## config.mk

```make
export PLATFORM = sky130hd
export DESIGN_NAME = inst_encoder_loader
export DESIGN_NICKNAME = d
export VERILOG_FILES = /design/src/rtl/inst_encoder_loader.sv
export SDC_FILE = /design/constraint.sdc
export NUM_CORES = 1
export LEC_CHECK = 0
export BUFFER_PORTS_ARGS = -buffer_cell sky130_fd_sc_hd__clkbuf_2
export CAP_MARGIN = 10
export CELL_PAD_IN_SITES_DETAIL_PLACEMENT = 0
export CELL_PAD_IN_SITES_GLOBAL_PLACEMENT = 1
export CORE_MARGIN = 5
export CORE_UTILIZATION = 36
export DETAILED_ROUTE_END_ITERATION = 16
export PLACE_DENSITY = 0.79
export SLEW_MARGIN = 10
export SYNTH_ARGS = -nofsm -noshare
export SYNTH_HDL_FRONTEND = slang
export SYNTH_SLANG_ARGS = --single-unit
```

## constraint.sdc

```tcl
create_clock -name clk -period 2.1 [get_ports clk]
set_clock_uncertainty 0.1 [all_clocks]
set_input_delay 0 -clock clk [delete_from_list [all_inputs] [get_ports clk]]
set_output_delay 0 -clock clk [all_outputs]
set_load 0.02 [all_outputs]
```

## src/rtl/inst_encoder_loader.sv

```systemverilog
// Instruction-memory loader: encodes decoded MIPS-subset descriptors into 32-bit
// machine words and writes them sequentially into instruction memory.
module inst_encoder_loader #(
  parameter int          ADDR_W    = 8,
  parameter int unsigned BASE_ADDR = 0
) (
  input  logic              clk,
  input  logic              rst_n,
  input  logic              start,
  input  logic              in_valid,
  output logic              in_ready,
  input  logic [2:0]        in_op,
  input  logic [4:0]        in_rs,
  input  logic [4:0]        in_rt,
  input  logic [4:0]        in_rd,
  input  logic [25:0]       in_imm,
  output logic              imem_we,
  output logic [ADDR_W-1:0] imem_addr,
  output logic [31:0]       imem_wdata,
  output logic              busy,
  output logic              done,
  output logic              overflow,
  output logic [ADDR_W:0]   word_count
);

  localparam logic [ADDR_W-1:0] BASE      = ADDR_W'(BASE_ADDR);
  localparam logic [ADDR_W-1:0] LAST_ADDR = '1;

  localparam logic [2:0] OP_ADD  = 3'd0;
  localparam logic [2:0] OP_SLT  = 3'd1;
  localparam logic [2:0] OP_LW   = 3'd2;
  localparam logic [2:0] OP_SW   = 3'd3;
  localparam logic [2:0] OP_ADDI = 3'd4;
  localparam logic [2:0] OP_BEQ  = 3'd5;
  localparam logic [2:0] OP_J    = 3'd6;
  localparam logic [2:0] OP_HALT = 3'd7;

  typedef enum logic [1:0] {
    IDLE = 2'd0,
    RUN  = 2'd1,
    DONE = 2'd2
  } state_t;

  state_t              state, state_next;
  logic [ADDR_W-1:0]   ptr, ptr_next;
  logic                we_next;
  logic [ADDR_W-1:0]   addr_next;
  logic [31:0]         wdata_next;
  logic [ADDR_W:0]     count_next;
  logic                overflow_next;
  logic                accept;

  // Only the fields each format uses are packed; anything else on the inputs is dropped.
  function automatic logic [31:0] encode(
    input logic [2:0]  op,
    input logic [4:0]  rs,
    input logic [4:0]  rt,
    input logic [4:0]  rd,
    input logic [25:0] imm
  );
    logic [31:0] word;
    word = 32'h0;
    case (op)
      OP_ADD:  word = {6'h00, rs, rt, rd, 5'd0, 6'h20};
      OP_SLT:  word = {6'h00, rs, rt, rd, 5'd0, 6'h2A};
      OP_LW:   word = {6'h23, rs, rt, imm[15:0]};
      OP_SW:   word = {6'h2B, rs, rt, imm[15:0]};
      OP_ADDI: word = {6'h08, rs, rt, imm[15:0]};
      OP_BEQ:  word = {6'h04, rs, rt, imm[15:0]};
      OP_J:    word = {6'h02, imm};
      OP_HALT: word = 32'hFC00_0000;
      default: word = 32'h0;
    endcase
    return word;
  endfunction

  assign in_ready = (state == RUN);
  assign busy     = (state == RUN);
  assign done     = (state == DONE);
  assign accept   = in_ready && in_valid;

  always_ff @(posedge clk or negedge rst_n) begin
    if (!rst_n) begin
      state      <= IDLE;
      ptr        <= BASE;
      imem_we    <= 1'b0;
      imem_addr  <= BASE;
      imem_wdata <= 32'h0;
      word_count <= '0;
      overflow   <= 1'b0;
    end else begin
      state      <= state_next;
      ptr        <= ptr_next;
      imem_we    <= we_next;
      imem_addr  <= addr_next;
      imem_wdata <= wdata_next;
      word_count <= count_next;
      overflow   <= overflow_next;
    end
  end

  // The word is registered at the accepting edge, so done and the final write
  // appear together in the following cycle; the pointer stops at the last address.
  always_comb begin
    state_next    = state;
    ptr_next      = ptr;
    we_next       = 1'b0;
    addr_next     = imem_addr;
    wdata_next    = imem_wdata;
    count_next    = word_count;
    overflow_next = overflow;
    case (state)
      IDLE, DONE: begin
        if (start) begin
          state_next    = RUN;
          ptr_next      = BASE;
          count_next    = '0;
          overflow_next = 1'b0;
        end
      end
      RUN: begin
        if (accept) begin
          we_next    = 1'b1;
          addr_next  = ptr;
          wdata_next = encode(in_op, in_rs, in_rt, in_rd, in_imm);
          count_next = word_count + 1'b1;
          if (in_op == OP_HALT) begin
            state_next = DONE;
          end else if (ptr == LAST_ADDR) begin
            state_next    = DONE;
            overflow_next = 1'b1;
          end else begin
            ptr_next = ptr + 1'b1;
          end
        end
      end
      default: state_next = IDLE;
    endcase
  end

endmodule
```

== After elaboration in Yosys (flattened, before gate mapping) ==
Index checks and enable logic that the tools add are counted.

* Bits in registers: 61
* Bits of input ports: 48
* Output and inout bits: 54
* Logic and storage cells: 56

* Add/sub/neg operators: 2
* Equal/unequal tests: 16
* Multiplexer cells: 21
* Reduce and logical (&&, ||, !) cells: 10

{| class="wikitable"
|+ Operator list
! kind !! number
|-
| case mux 32 bit (8 select lines) || 1
|-
| two-way mux 8 bit || 4
|-
| two-way mux 9 bit || 2
|-
| case mux 9 bit (2 select lines) || 1
|-
| case mux 8 bit (2 select lines) || 1
|-
| equality test 3 bit (second input constant) || 4
|-
| AND reduction 5 bit || 2
|-
| adder 9 x 1 -> 9 bit (second input constant) || 1
|-
| adder 8 x 1 -> 8 bit (second input constant) || 1
|-
| equality test 8 bit (second input constant) || 1
|-
| two-way mux 2 bit || 4
|-
| equality test 3 x 2 -> 1 bit (second input constant) || 2
|-
| two-way mux 1 bit || 6
|-
| != test 2 bit (second input constant) || 3
|-
| AND reduction 3 bit || 2
|-
| != test 2 x 1 -> 1 bit (second input constant) || 2
|-
| case mux 2 bit (2 select lines) || 1
|-
| equality test 3 x 1 -> 1 bit (second input constant) || 1
|-
| logical NOT 3 bit || 1
|-
| != test 3 x 1 -> 1 bit (second input constant) || 1
|-
| equality test 2 x 1 -> 1 bit (second input constant) || 1
|-
| equality test 2 bit (second input constant) || 1
|-
| logical NOT 2 bit || 1
|-
| case mux 1 bit (2 select lines) || 1
|-
| 4 further kinds || 4
|}

== Longest topological paths before layout ==
* Depth after elaboration: 5
* Mapped depth: 8
* Depth with buffers taken out: 6

== Least setup slack after synthesis ==
Ideal clock, no wire load.

* Path kind: register to register
* Start point: reg state[1]
* End point: reg word_count[4]
* Library setup time: 0.137 ns
* Data arrival time: 1.312 ns
* Data required time: 1.863 ns
* Slack: 0.551 ns
* Stages on the path, launching flop included: 9
* Path buffers: 2
* Period minus slack after synthesis: 1.549 ns
* Path through: dfrtp_1 > and2b_1 > buf_4 > nand2_4 > inv_2 > buf_4 > nand4_1 > xor2_1 > nor2_1

* Cells in the longest elaborated chain, start to end: 4
* Elaborated cells between the ends (all ways): 10
* Classes of those cells: eq/ne: 4; mux: 1; reduce/logical: 5

{| class="wikitable"
|+ RTL lines
! what !! line !! text
|-
| from (decl) || 44 || <nowiki>state_t state, state_next;</nowiki>
|-
| from (signal assigned) || 92 || <nowiki>state <= state_next;</nowiki>
|-
| equality test 2 x 1 -> 1 bit * || n/a ||
|-
| named net busy || 20 || <nowiki>output logic busy,</nowiki>
|-
| logical AND 1 bit || 80 || <nowiki>assign accept = in_ready && in_valid;</nowiki>
|-
| != test 2 x 1 -> 1 bit (no source line) || n/a ||
|-
| AND reduction 3 bit (no source line) || n/a ||
|-
| to (signal assigned) || 97 || <nowiki>word_count <= count_next;</nowiki>
|-
| to (decl) || 23 || <nowiki>output logic [ADDR_W:0] word_count</nowiki>
|}

Mark *: on every way through the listed nets, which the timed path passes. The rest lies on a longest branch.
A chain may end at the register's enable or synchronous reset.

== Final worst setup path ==
* Start point: reg state[1]
* End point: reg imem_wdata[14]

* Cells in the longest elaborated chain, start to end: 3

{| class="wikitable"
|+ RTL lines
! what !! line !! text
|-
| equality test 2 x 1 -> 1 bit * || 77, 112 ||
|-
| logical AND 1 bit || 80 ||
|-
| AND reduction 2 bit (no source line) * || n/a ||
|-
| to (signal assigned) || 96 || <nowiki>imem_wdata <= wdata_next;</nowiki>
|-
| to (decl) || 19 || <nowiki>output logic [31:0] imem_wdata,</nowiki>
|}

Every way passes the cells marked *; elsewhere a longest branch is shown, timed or not.

==> summary.md <==
| Metric | Value |
|---|---|
| WHS | `0.0359 ns` |
| Final period util | `93.7%` |
| First-pass GRT wire length | `12.9 mm` |
| Worst stage delay on the critical path | `0.58 ns` |
| EDFF count, synth | `0` |
| Clock sink count | `60` |
| Setup TNS | `0 ns` |
| Input/output buffers | `101` |
| Utilization after layout | `53.4%` |
| Final Hold Vio Count | `0` |
| Die width | `97.7 um` |
| Status | `finished clean` |
| DRC viols | `0` |
| CTS tree | `done` |
| Post-Syn Area | `2770 um2` |
| GR Util All Layers | `16.4%` |
| Predominant post-synthesis flop cell | `dfrtp_1` |
| Design area | `4060 um2` |
| Lkg Pwr | `2.04 nW` |
| FMAX | `508 MHz` |
| Ys Warns | `0` |
| CP required | `2.26 ns` |
| Std cell rows | `32` |
| Initial Util | `36.4%` |
| Crit path launch type | `flop` |
| Clock insertion delay at the later pin of the skew report | `0.33 ns` |
| Num ports | `102` |
| Measured slew at the worst slew-check pin | `0.614 ns` |
| Top-area cell type share of the netlist area | `54.2%` |
| Area after DPL | `3360 um2` |
| Post-Syn Instances | `306` |
| CP max FO | `22` |
| Placer Congestion | `0.798` |
| Post-route ant nets | `0` |
| RSZ-0062 raised after global routing | `no` |
| Max-cap viol count | `0` |
| Fin nets | `500` |
| Ant. Diodes | `0` |
| Grt total ovfl | `0` |
| Crit path max-delay cell type | `dlygate4sd3_1` |
| Vias | `2670` |
| Core Area | `7610 um2` |
| Worst VDD drop | `0.000645 V` |
| Clock root buffer | `clkbuf_8` |
| DR WL/cell | `13.5 um` |
| Die area | `9550 um2` |
| Synth area leader | `dfrtp_1` |
| Worst path cell trace | `and2b_1 > nand2_4 > inv_2 > buf_6 > nor2_1 > a31oi_1 > dlygate4sd3_1` |
| Critical path class | `flop to flop` |
| Die Y | `97.7 um` |
| Iter 0 DRT Violations | `50` |
| Layout cell share with drive strength beyond 1 | `28.1%` |
| Delay-heaviest family, CP | `buffers and inverters` |
| H-tree depth reported by CTS | `3` |
| Total CTS buffers | `9` |
| Synth unique cells | `36` |
| Area delta synth->final | `46.8%` |
| Largest net degree at the start of global routing | `61` |
| Endpoints failing setup | `0` |
| Detail Placement HPWL | `4.98 mm` |
| Finished Layout Cells | `557` |
| Final count of pins violating max slew | `0` |
| Via-to-Cell Ratio | `4.79` |
| Number of global-route vias before repair | `2680` |
| Rel. slew slack | `58.9%` |
| Crit end category | `flop` |
| Inst Count DP | `495` |
| Buf/Inv on CP | `3` |
| Clk slew on worst S/H paths | `0.06 ns` |
| Seq/Total Area, Yosys | `54.2%` |
| Antenna violations before repair | `0` |
| Avg Synthesized Cell Area | `9.05 um2` |
| Clock buffer depth | `2` |
| Worst min-delay path category | `primary input to flop` |
| Asr flop ratio synth | `100%` |
| Minimum clock period | `1.97 ns` |
| PwrDens | `1200 nW/um2` |
| Syn Nets | `356` |
| Area contributors post-synth | `dfrtp_1 (54%), nand2_1 (11%), nand3_1 (4.3%)` |
| Worst EP arrival | `2.13 ns` |
| Post-synthesis register bit count | `60` |
| WL final | `7.50 mm` |
| First-pass DRT Iterations | `6` |
## sequential cells by signal, indices dropped and copies added (netlist names)
name / flops
word_count: 9
imem_addr: 8
imem_wdata: 31
state: 2
overflow: 1
ptr: 8
imem_we: 1
## cells in the mapped netlist, types with 2 or more instances
cell	number
a221o_1	2
dfrtp_1	60
a31oi_1	12
and3_1	3
or3_1	3
nor2_1	17
a21oi_1	15
nor3_1	3
nand3_1	24
nand4_1	5
nand2b_1	4
nand2_1	83
ha_1	2
buf_4	6
clkbuf_1	9
o21ai_0	21
inv_1	3
nor3b_1	10
xor2_1	2
buf_2	4
xnor2_1	3
## per-stage QoR
| step | total power, mW | worst slack [ns] |
|---|---|---|
| 5_1_grt | 5.22 | 0.0172 |
| 3_5_place_dp | 3.56 | 0.412 |
| 6_report | 4.87 | 0.132 |
| 2_1_floorplan | 2.93 | 0.551 |
| 3_3_place_gp | 3.53 | 0.503 |
| 4_1_cts | 4.92 | 0.0295 |
## timing repair
action	CTS	global route
endpoints found under the setup margin	0	14
hold buffers	46	0
resized for setup	0	3
hold endpoints to repair	91	0
setup buffers	0	0
## cells by family after synthesis
kind of cell	synth area share, %
and+or+nand+nor	26.2
DFF	54.2
AOI/OAI and AO/OA	12.8
buffers and inverters	4.29
xor gates and xnor gates	1.58
adders and majority gates	0.904
## metal layers
| metal | wire, um | global-route usage (%) | up-vias |
|---|---|---|---|
| met5 | 0 | 0 | - |
| met4 | 159 | 5.86 | 0 |
| met3 | 395 | 4.59 | 12 |
| met2 | 3720 | 27.1 | 84 |
| met1 | 3230 | 20.5 | 1245 |
| li1 | - | - | 1329 |
## area by class of cell
cell class / instances / area (um2)
fillers: 738 / 3540
inverters: 4 / 15.0
clock inverters: 3 / 67.6
repair buffers: 153 / 1030
flip-flops and latches: 60 / 1500
multi-input cells: 222 / 1160
clock buffers: 13 / 169
well taps: 102 / 128
## layout by cell type, fill, tap and decap left out, types with 2 or more instances in the layout
master         instances
inv_1                  3
nor2_1                17
nor3b_1               10
nand2_1               82
nand3_1               24
nand2_4                2
clkbuf_2             101
buf_4                  4
a31oi_1               12
o21ai_0               21
or3_1                  3
a221o_1                2
ha_1                   2
nand2b_1               4
a21oi_1               15
nand4_1                5
xnor2_1                3
and3_1                 3
dlygate4sd3_1         46
clkbuf_8              12
nor3_1                 3
xor2_1                 2
bufinv_16              2
dfrtp_1               60
## final timing paths
kind,cells past startpoint,endpoint,start,slack (ns)
max in group asynchronous,3,imem_wdata[16],rst_n,1.52
worst min register to register,2,imem_wdata[8],imem_wdata[8],0.37
min in group asynchronous,3,word_count[5],rst_n,0.10
worst max-delay path,7,imem_wdata[14],state[1],0.13
worst max register to register,7,imem_wdata[14],state[1],0.13
worst min-delay path,3,imem_wdata[28],in_op[0],0.04
## power breakdown
part           leakage [nW]  switching [mW]  internal, mW
Sequential            0.773           0.271          1.54
Combinational          1.16            1.18         0.676
Clock                 0.116           0.440         0.766
## worst min-delay path: cells and delay by family
| family | cells | cell delay [ns] |
|---|---|---|
| buffers and inverters | 1 | 0.23 |
| and+or+nand+nor | 2 | 0.20 |
(Power assumes the default switching activity.)
